===== src/rtl/alu_pipe.sv =====
// Pipelined ALU: single-cycle ops return a registered result and flags; MUL
// iterates a shift-add multiplier and returns the full 2*WIDTH product.
module alu_pipe #(
  parameter int WIDTH = 4,
  parameter int CNT_W = $clog2(WIDTH) + 1
) (
  input  logic             clk,
  input  logic             rst_n,
  input  logic             in_valid,
  output logic             in_ready,
  input  logic [WIDTH-1:0] a,
  input  logic [WIDTH-1:0] b,
  input  logic [3:0]       instruction,
  output logic             out_valid,
  input  logic             out_ready,
  output logic [WIDTH-1:0] alu_out,
  output logic [WIDTH-1:0] alu_out_hi,
  output logic             flag_z,
  output logic             flag_c,
  output logic             flag_n,
  output logic             flag_v,
  output logic             busy
);

  localparam int MSB = WIDTH - 1;

  typedef enum logic [1:0] {S_IDLE, S_MUL, S_LOAD} state_t;

  typedef struct packed {
    logic [WIDTH-1:0] res;
    logic             z;
    logic             c;
    logic             n;
    logic             v;
  } alu_res_t;

  function automatic alu_res_t alu_op(input logic [3:0] op,
                                      input logic [WIDTH-1:0] x,
                                      input logic [WIDTH-1:0] y);
    alu_res_t       r;
    logic [WIDTH:0] ext;
    r   = '0;
    ext = '0;
    case (op)
      4'h0: begin
        ext   = {1'b0, x} + {1'b0, y};
        r.res = ext[MSB:0];
        r.c   = ext[WIDTH];
        r.v   = (x[MSB] == y[MSB]) && (r.res[MSB] != x[MSB]);
      end
      4'h1: begin
        // Top bit of the extended difference is the borrow.
        ext   = {1'b0, x} - {1'b0, y};
        r.res = ext[MSB:0];
        r.c   = ext[WIDTH];
        r.v   = (x[MSB] != y[MSB]) && (r.res[MSB] != x[MSB]);
      end
      4'h2: r.res = x & y;
      4'h3: r.res = x | y;
      4'h4: r.res = x ^ y;
      4'h5: r.res = ~x;
      4'h6: begin
        r.res = {x[MSB-1:0], 1'b0};
        r.c   = x[MSB];
      end
      4'h7: begin
        r.res = {1'b0, x[MSB:1]};
        r.c   = x[0];
      end
      4'h8: r.res = {x[MSB-1:0], x[MSB]};
      4'h9: r.res = {x[0], x[MSB:1]};
      4'hA: begin
        ext   = {1'b0, x} + (WIDTH+1)'(1);
        r.res = ext[MSB:0];
        r.c   = ext[WIDTH];
        r.v   = ~x[MSB] & r.res[MSB];
      end
      4'hB: begin
        ext   = {1'b0, x} - (WIDTH+1)'(1);
        r.res = ext[MSB:0];
        r.c   = ext[WIDTH];
        r.v   = x[MSB] & ~r.res[MSB];
      end
      4'hC: begin
        r.res = {{(WIDTH-1){1'b0}}, (x < y)};
        r.c   = (x < y);
      end
      4'hD: r.res = {{(WIDTH-1){1'b0}}, (x == y)};
      default: r.res = y;
    endcase
    r.z = (r.res == '0);
    r.n = r.res[MSB];
    return r;
  endfunction

  state_t           state_q;
  logic             rdy_en_q;
  logic [WIDTH-1:0] mcand_q, mplr_q, acc_q;
  logic [CNT_W-1:0] cnt_q;
  logic             busy_q, out_valid_q;
  logic [WIDTH-1:0] res_q, hi_q;
  logic             z_q, c_q, n_q, v_q;

  logic             accept, ld_alu, start_mul, ld_mul;
  logic [WIDTH:0]   sum_d;
  alu_res_t         alu_d;

  always_comb begin
    in_ready  = rdy_en_q && (state_q == S_IDLE) && (!out_valid_q || out_ready);
    accept    = in_valid && in_ready;
    ld_alu    = accept && (instruction != 4'hE);
    start_mul = accept && (instruction == 4'hE);
    ld_mul    = (state_q == S_LOAD) && (!out_valid_q || out_ready);
    sum_d     = {1'b0, acc_q} + (mplr_q[0] ? {1'b0, mcand_q} : '0);
    alu_d     = alu_op(instruction, a, b);
  end

  always_ff @(posedge clk or negedge rst_n) begin
    if (!rst_n) begin
      state_q     <= S_IDLE;
      rdy_en_q    <= 1'b0;
      mcand_q     <= '0;
      mplr_q      <= '0;
      acc_q       <= '0;
      cnt_q       <= '0;
      busy_q      <= 1'b0;
      out_valid_q <= 1'b0;
      res_q       <= '0;
      hi_q        <= '0;
      z_q         <= 1'b0;
      c_q         <= 1'b0;
      n_q         <= 1'b0;
      v_q         <= 1'b0;
    end else begin
      rdy_en_q <= 1'b1;
      // Multiplier control: {acc, mplr} shifts right once per iteration.
      case (state_q)
        S_IDLE: begin
          if (start_mul) begin
            mcand_q <= a;
            mplr_q  <= b;
            acc_q   <= '0;
            cnt_q   <= CNT_W'(WIDTH);
            busy_q  <= 1'b1;
            state_q <= S_MUL;
          end
        end
        S_MUL: begin
          acc_q  <= sum_d[WIDTH:1];
          mplr_q <= {sum_d[0], mplr_q[MSB:1]};
          cnt_q  <= cnt_q - CNT_W'(1);
          if (cnt_q == CNT_W'(1)) begin
            busy_q  <= 1'b0;
            state_q <= S_LOAD;
          end
        end
        S_LOAD: begin
          if (ld_mul) state_q <= S_IDLE;
        end
        default: state_q <= S_IDLE;
      endcase

      // Output register stage: holds until the consumer accepts.
      if (ld_alu) begin
        res_q       <= alu_d.res;
        hi_q        <= '0;
        z_q         <= alu_d.z;
        c_q         <= alu_d.c;
        n_q         <= alu_d.n;
        v_q         <= alu_d.v;
        out_valid_q <= 1'b1;
      end else if (ld_mul) begin
        res_q       <= mplr_q;
        hi_q        <= acc_q;
        z_q         <= (acc_q == '0) && (mplr_q == '0);
        c_q         <= 1'b0;
        n_q         <= acc_q[MSB];
        v_q         <= 1'b0;
        out_valid_q <= 1'b1;
      end else if (out_ready) begin
        out_valid_q <= 1'b0;
      end
    end
  end

  assign out_valid  = out_valid_q;
  assign alu_out    = res_q;
  assign alu_out_hi = hi_q;
  assign flag_z     = z_q;
  assign flag_c     = c_q;
  assign flag_n     = n_q;
  assign flag_v     = v_q;
  assign busy       = busy_q;

endmodule

===== config.mk =====
export PLATFORM = sky130hd
export DESIGN_NAME = alu_pipe
export DESIGN_NICKNAME = d
export VERILOG_FILES = /design/src/rtl/alu_pipe.sv
export SDC_FILE = /design/constraint.sdc
export NUM_CORES = 1
export LEC_CHECK = 0
export BUFFER_PORTS_ARGS = -buffer_cell sky130_fd_sc_hd__buf_2
export CORE_UTILIZATION = 40
export CTS_BUF_LIST = sky130_fd_sc_hd__clkbuf_16
export DETAILED_ROUTE_END_ITERATION = 10
export PLACE_DENSITY = 0.69
export SYNTH_ARGS = -nofsm -noshare
export SYNTH_HDL_FRONTEND = slang
export SYNTH_SLANG_ARGS = --single-unit

===== constraint.sdc =====
create_clock -name clk -period 4.7 [get_ports clk]
set_input_delay 0.235 -clock clk [delete_from_list [all_inputs] [get_ports clk]]
set_output_delay 0.235 -clock clk [all_outputs]
set_load 0.02 [all_outputs]

* Word level (Yosys, flattened, before mapping) *
Cells that the tools add are included.

operators by class
  mux-type cells = 31
  equal/unequal tests = 26
  reduce and logical (&&, ||, !) cells = 23
  magnitude comparators = 1
  add/subtract/negate cells = 6
  bitwise gates (word level) = 8
  multipliers = 0
  shift operators = 0
  div/mod/pow operators = 0

operators with widths
  cell                                              number
  case mux 4 bit (14 select lines)                  1
  == test 4 bit, second input constant              7
  2-to-1 mux 4 bit                                  7
  == test 4 x 3 -> 1 bit, second input constant     4
  logical NOT 4 bit                                 4
  case mux 4 bit (2 select lines)                   2
  2-to-1 mux 1 bit                                  12
  adder 4 x 4 -> 5 bit                              2
  logical AND 1 bit                                 9
  == test 4 x 2 -> 1 bit, second input constant     2
  case mux 1 bit (7 select lines)                   1
  2-to-1 mux 2 bit                                  3
  inequality test 2 bit, second input constant      3
  case mux 2 bit (3 select lines)                   1
  case mux 3 bit (2 select lines)                   1
  AND reduction 3 bit                               2
  adder 4 x 1 -> 5 bit, second input constant       1
  subtractor 4 x 1 -> 5 bit, second input constant  1
  subtractor 4 x 4 -> 5 bit                         1
  bitwise AND 4 bit                                 1
  == test 4 x 1 -> 1 bit, second input constant     1
  == test 4 bit                                     1
  < comparator 4 bit                                1
  inequality test 4 bit, second input constant      1
  20 further kinds                                  26

storage, ports and cells
  flip-flop bits (word level) = 32
  latch bits = 0
  memories = 0
  logic and storage cells = 109
  input bits = 16
  RAM bits = 0
  output and inout bits = 15
  memory bits (read-only) = 0

* Depth between registers and ports, before layout *
  word-level depth = 7
  depth in mapped cells = 11
  gate-level depth less buffers = 10

* Worst setup path after synthesis *
OpenSTA, ideal clock, no wires.

  kind = in2reg
  start point = input port a[2]
  end point = register z_q, in the netlist flag_z
  setup slack = 2,458 ps
  stages = 11
  required time = 4,634 ps
  arrival = 2,176 ps
  path through = clkbuf_1 -> inv_1 -> ha_1 -> buf_2 -> inv_1 -> a211o_1 -> mux2i_1 -> xnor2_1 -> o2bb2ai_1 -> nor4_1 -> o32a_1

on the way
  word-level cells in the longest chain between the ends = 4

ends and longest elaborated chain
  element                                            RTL line  RTL
  start: declaration                                 11        input logic [WIDTH-1:0] a,
  subtractor 4 x 1 -> 5 bit (tied with other cells)  79        ext = {1'b0, x} - (WIDTH+1)'(1);
  case mux 4 bit (14 select lines) *                 44        case (op)
  logical NOT 4 bit *                                91        r.z = (r.res == '0);
  2-to-1 mux 1 bit *                                 164       if (ld_alu) begin
  end signal: assignment                             167       z_q <= alu_d.z;
  end signal: assignment                             175       z_q <= (acc_q == '0) && (mplr_q == '0);
  end: declaration                                   102       logic z_q, c_q, n_q, v_q;

Mark *: on every way between the ends. The rest lies on a longest branch, timed or not.
A chain may end at the register's enable or synchronous reset.

* Final worst setup path *
  start point = register out_valid_q, in the netlist out_valid
  end point = register z_q, in the netlist flag_z

on the way
  word-level cells in the longest chain between the ends = 6

ends and longest elaborated chain
  element                                                        RTL line  RTL
  start: declaration                                             100       logic busy_q, out_valid_q;
  start signal: assignment                                       127       out_valid_q <= 1'b0;
  start signal: assignment                                       171       out_valid_q <= 1'b1;
  start signal: assignment                                       179       out_valid_q <= 1'b1;
  logical NOT 1 bit *                                            109, 113
  logical OR 1 bit *                                             109, 113
  logical AND 1 bit                                              109       in_ready = rdy_en_q && (state_q == S_IDLE) && (!out_valid_q || out_ready);
  logical AND 1 bit                                              110       accept = in_valid && in_ready;
  logical AND 1 bit                                              111       ld_alu = accept && (instruction != 4'hE);
  2-to-1 mux 1 bit / nonzero test 2 bit (equally long branches)  -

Marked as above.

==> run summary <==
DR pass1 iterations - 4
CTS Sinks - 32
vias - 2219
Req. time, crit path - 4.91 ns
Area after DPL - 2720 um2
area fraction in compound gates after synthesis - 19.0%
vias per inst - 5.68
Critical Path AT - 2.74 ns
leakage - 1.42 nW
Die ar. - 6700 um2
hold_buf cts - 0
final critical-path required period - 2.53 ns
crit share post-route - 53.8%
post-detailed-route wirelength per cell - 16.3 um
area share of the largest cell type after synthesis - 31.4%
max-cap violation count - 0
Mapped Nets - 334
Peak Freq - 396 MHz
Synth-to-Final Area Change - 13.1%
pin count of the biggest net entering global routing - 33
Row Count - 28
area share of fa/ha/maj cells after synthesis - 13.2%
clk buf depth - 2
CP Capture Type - register
top cells by area, synth - dfrtp_1 31%, ha_1 11%, mux2i_1 5.1%
area leader, netlist - dfrtp_1
1st-iter DRT viols - 126
slowest stage delay, CP - 0.71 ns
total track usage - 21.1%
skew final - 0.00488 ns
Buffers & Inverters on Critical Path - 0
H-tree depth - 2
CTS tree - built
die height - 81.8 um
Worst-Skew Late Latency - 0.28 ns
Pwr Density - 428 nW/um2
post-CTS setup buffers - 0
multiplexer share of the synthesized area - 6.87%
clk slew on worst S/H paths - 0.05 ns
sequential share of the synthesized area - 31.4%
largest family of logic cells by synthesized area - simple AND/OR/NAND/NOR gates
# diodes - 0
Post-synth EDFFs - 0
Syn. warnings - 0
Num CTS Buffers - 5
CP Class - reg -> reg
outcome - complete, no violations
initial antenna violation count - 0
XOR/XNOR Fraction of Synth Area - 3.44%
CP max FO - 14
post-DP HPWL - 4540 um
Worst-Margin Slew - 0.892 ns
fraction of layout cells with a size suffix above 1 - 14.2%
IO Port Bufs - 30
Finished Core Util - 47.8%
setup TNS - 0 ns
number of global-route vias before repair - 2159
RSZ-0062 raised after global routing - no
Yosys reg bits - 32
GPL Wtd Cong - 0.904
PostCTS Resize Cnt - 0
Mapped Area - 2550 um2
Routed Antenna Nets - 0
Clock Tree Root - clkbuf_16
wire length of the first global-routing pass - 10700 um
Hold Crit Class - in -> async
total grt overflow - 0
top_reg_cell synth - dfrtp_1
Async SR Flop Fraction - 100%
VDD IR max - 0.253 mV
critical path's slowest cell - nor2_1
Finished Cell Area - 2880 um2
io pins - 31
final WL - 6390 um
total core area - 6030 um2
CP cell instances - nor2b_1 -> nor4b_2 -> nand2_1 -> nor2_1 -> o21ai_1 -> nor4_1 -> o32a_1
worst hold slack - 0.00659 ns
starting density of the core - 42.3%
Die X - 81.8 um
crit start category - register
Final nets - 356
Simple-Gate Fraction of Synth Area - 20.8%
Final Setup Violations - 0
syn avg cell area - 8.70 um2
Fin. Hold Viols - 0
cell family with most CP delay - simple AND/OR/NAND/NOR gates
detailed-route DRC error count - 0
Slew HR - 40.3%
Synth Instances - 293
library cells used by synthesis - 53
Final Max Tran Viols - 0
==> flip-flops by register name, indices dropped and copies added (netlist names) <==
| register | count |
|---|---|
| acc_q | 4 |
| alu_out | 4 |
| alu_out_hi | 4 |
| busy | 1 |
| cnt_q | 3 |
| flag_c | 1 |
| flag_n | 1 |
| flag_v | 1 |
| flag_z | 1 |
| mcand_q | 4 |
| mplr_q | 4 |
| out_valid | 1 |
| rdy_en_q | 1 |
| state_q | 2 |
==> worst reg2reg max path: cells and delay by family, from the launching register on <==
kind,cells,cell delay [ns]
simple gates,5,1.68
flops,1,0.38
compound gates,2,0.41
==> through the flow <==
stage               setup slack (ns)  total power, W  cells
finish                          2.17         0.00123    391
global route                    1.91         0.00132    391
CTS                             2.17         0.00124    391
detailed placement              2.17        0.000876    383
global placement                2.21        0.000867    383
floorplan                       2.46        0.000744    293
==> synthesized netlist by cell type, drive strengths merged (4+ instances only) <==
master,n
a21o,5
a31oi,7
nand2b,4
nor4,4
mux2i,13
o31ai,4
nor3,6
o21ai,17
inv,16
nor2b,7
nand3,10
a21oi,11
nor2,26
and2,5
mux2,4
xor2,4
ha,22
buf,8
nand2,32
dfrtp,32
xnor2,6
clkbuf,7
==> cell families after synthesis <==
logic type	count (synthesis)
AOI/OAI and AO/OA	71
buffers and inverters	31
DFF	32
adders and majority gates	25
xor gates and xnor gates	10
muxes	17
and+or+nand+nor	106
other	1
==> routing by layer <==
layer,global-route usage [%],wire [um],vias to the layer above
met5,0,0,-
met1,29.2,2970,1050
met2,33.4,2930,71
met3,3.89,430,8
li1,-,-,1090
met4,5.79,65,0
==> report_power, final <==
group	switching (W)	total [W]	internal, W
sequential	0.0000717	0.000437	0.000365
clock	0.000115	0.000361	0.000246
combinational	0.000266	0.000437	0.000171
==> final timing paths <==
path	startpoint	to	slack [ns]	cells after the start
worst max register to register	out_valid	flag_z	2.17	7
min in group clk	out_ready	out_valid	0.22	3
worst max-delay path	out_valid	flag_z	2.17	7
max in group asynchronous	rst_n	cnt_q[0]	4.23	1
worst min-delay path	rst_n	flag_v	0.007	1
worst min register to register	busy	busy	0.48	2
==> cells in the final DEF (no fill, tap or decap), types with 3 or more instances in the layout <==
cell       instances
a21oi_1           11
o21ai_1           10
xnor2_1            6
a211oi_1           3
fa_1               3
nor2b_1            7
inv_1             14
clkbuf_16          5
o21ai_0            7
a22o_1             3
a21o_1             5
and2_1             5
dfrtp_1           32
buf_2             30
o31ai_1            4
ha_1              22
mux2_2             4
nor4_1             4
nand2_1           32
nand2b_1           4
a31oi_1            7
mux2i_1           13
o32a_1             3
nor3_1             6
nor2_1            25
nand3_1            9
xor2_1             4
==> layout make-up <==
cell class              count  area (um2)
well taps                  75        93.8
clock buffers               5         125
multi-input cells         230        1620
clock inverters             3        37.5
inverters                  16        60.1
flip-flops and latches     32         801
repair buffers             30         150
fillers                   579        3140
No activity file was read; power rests on OpenSTA's default activity.
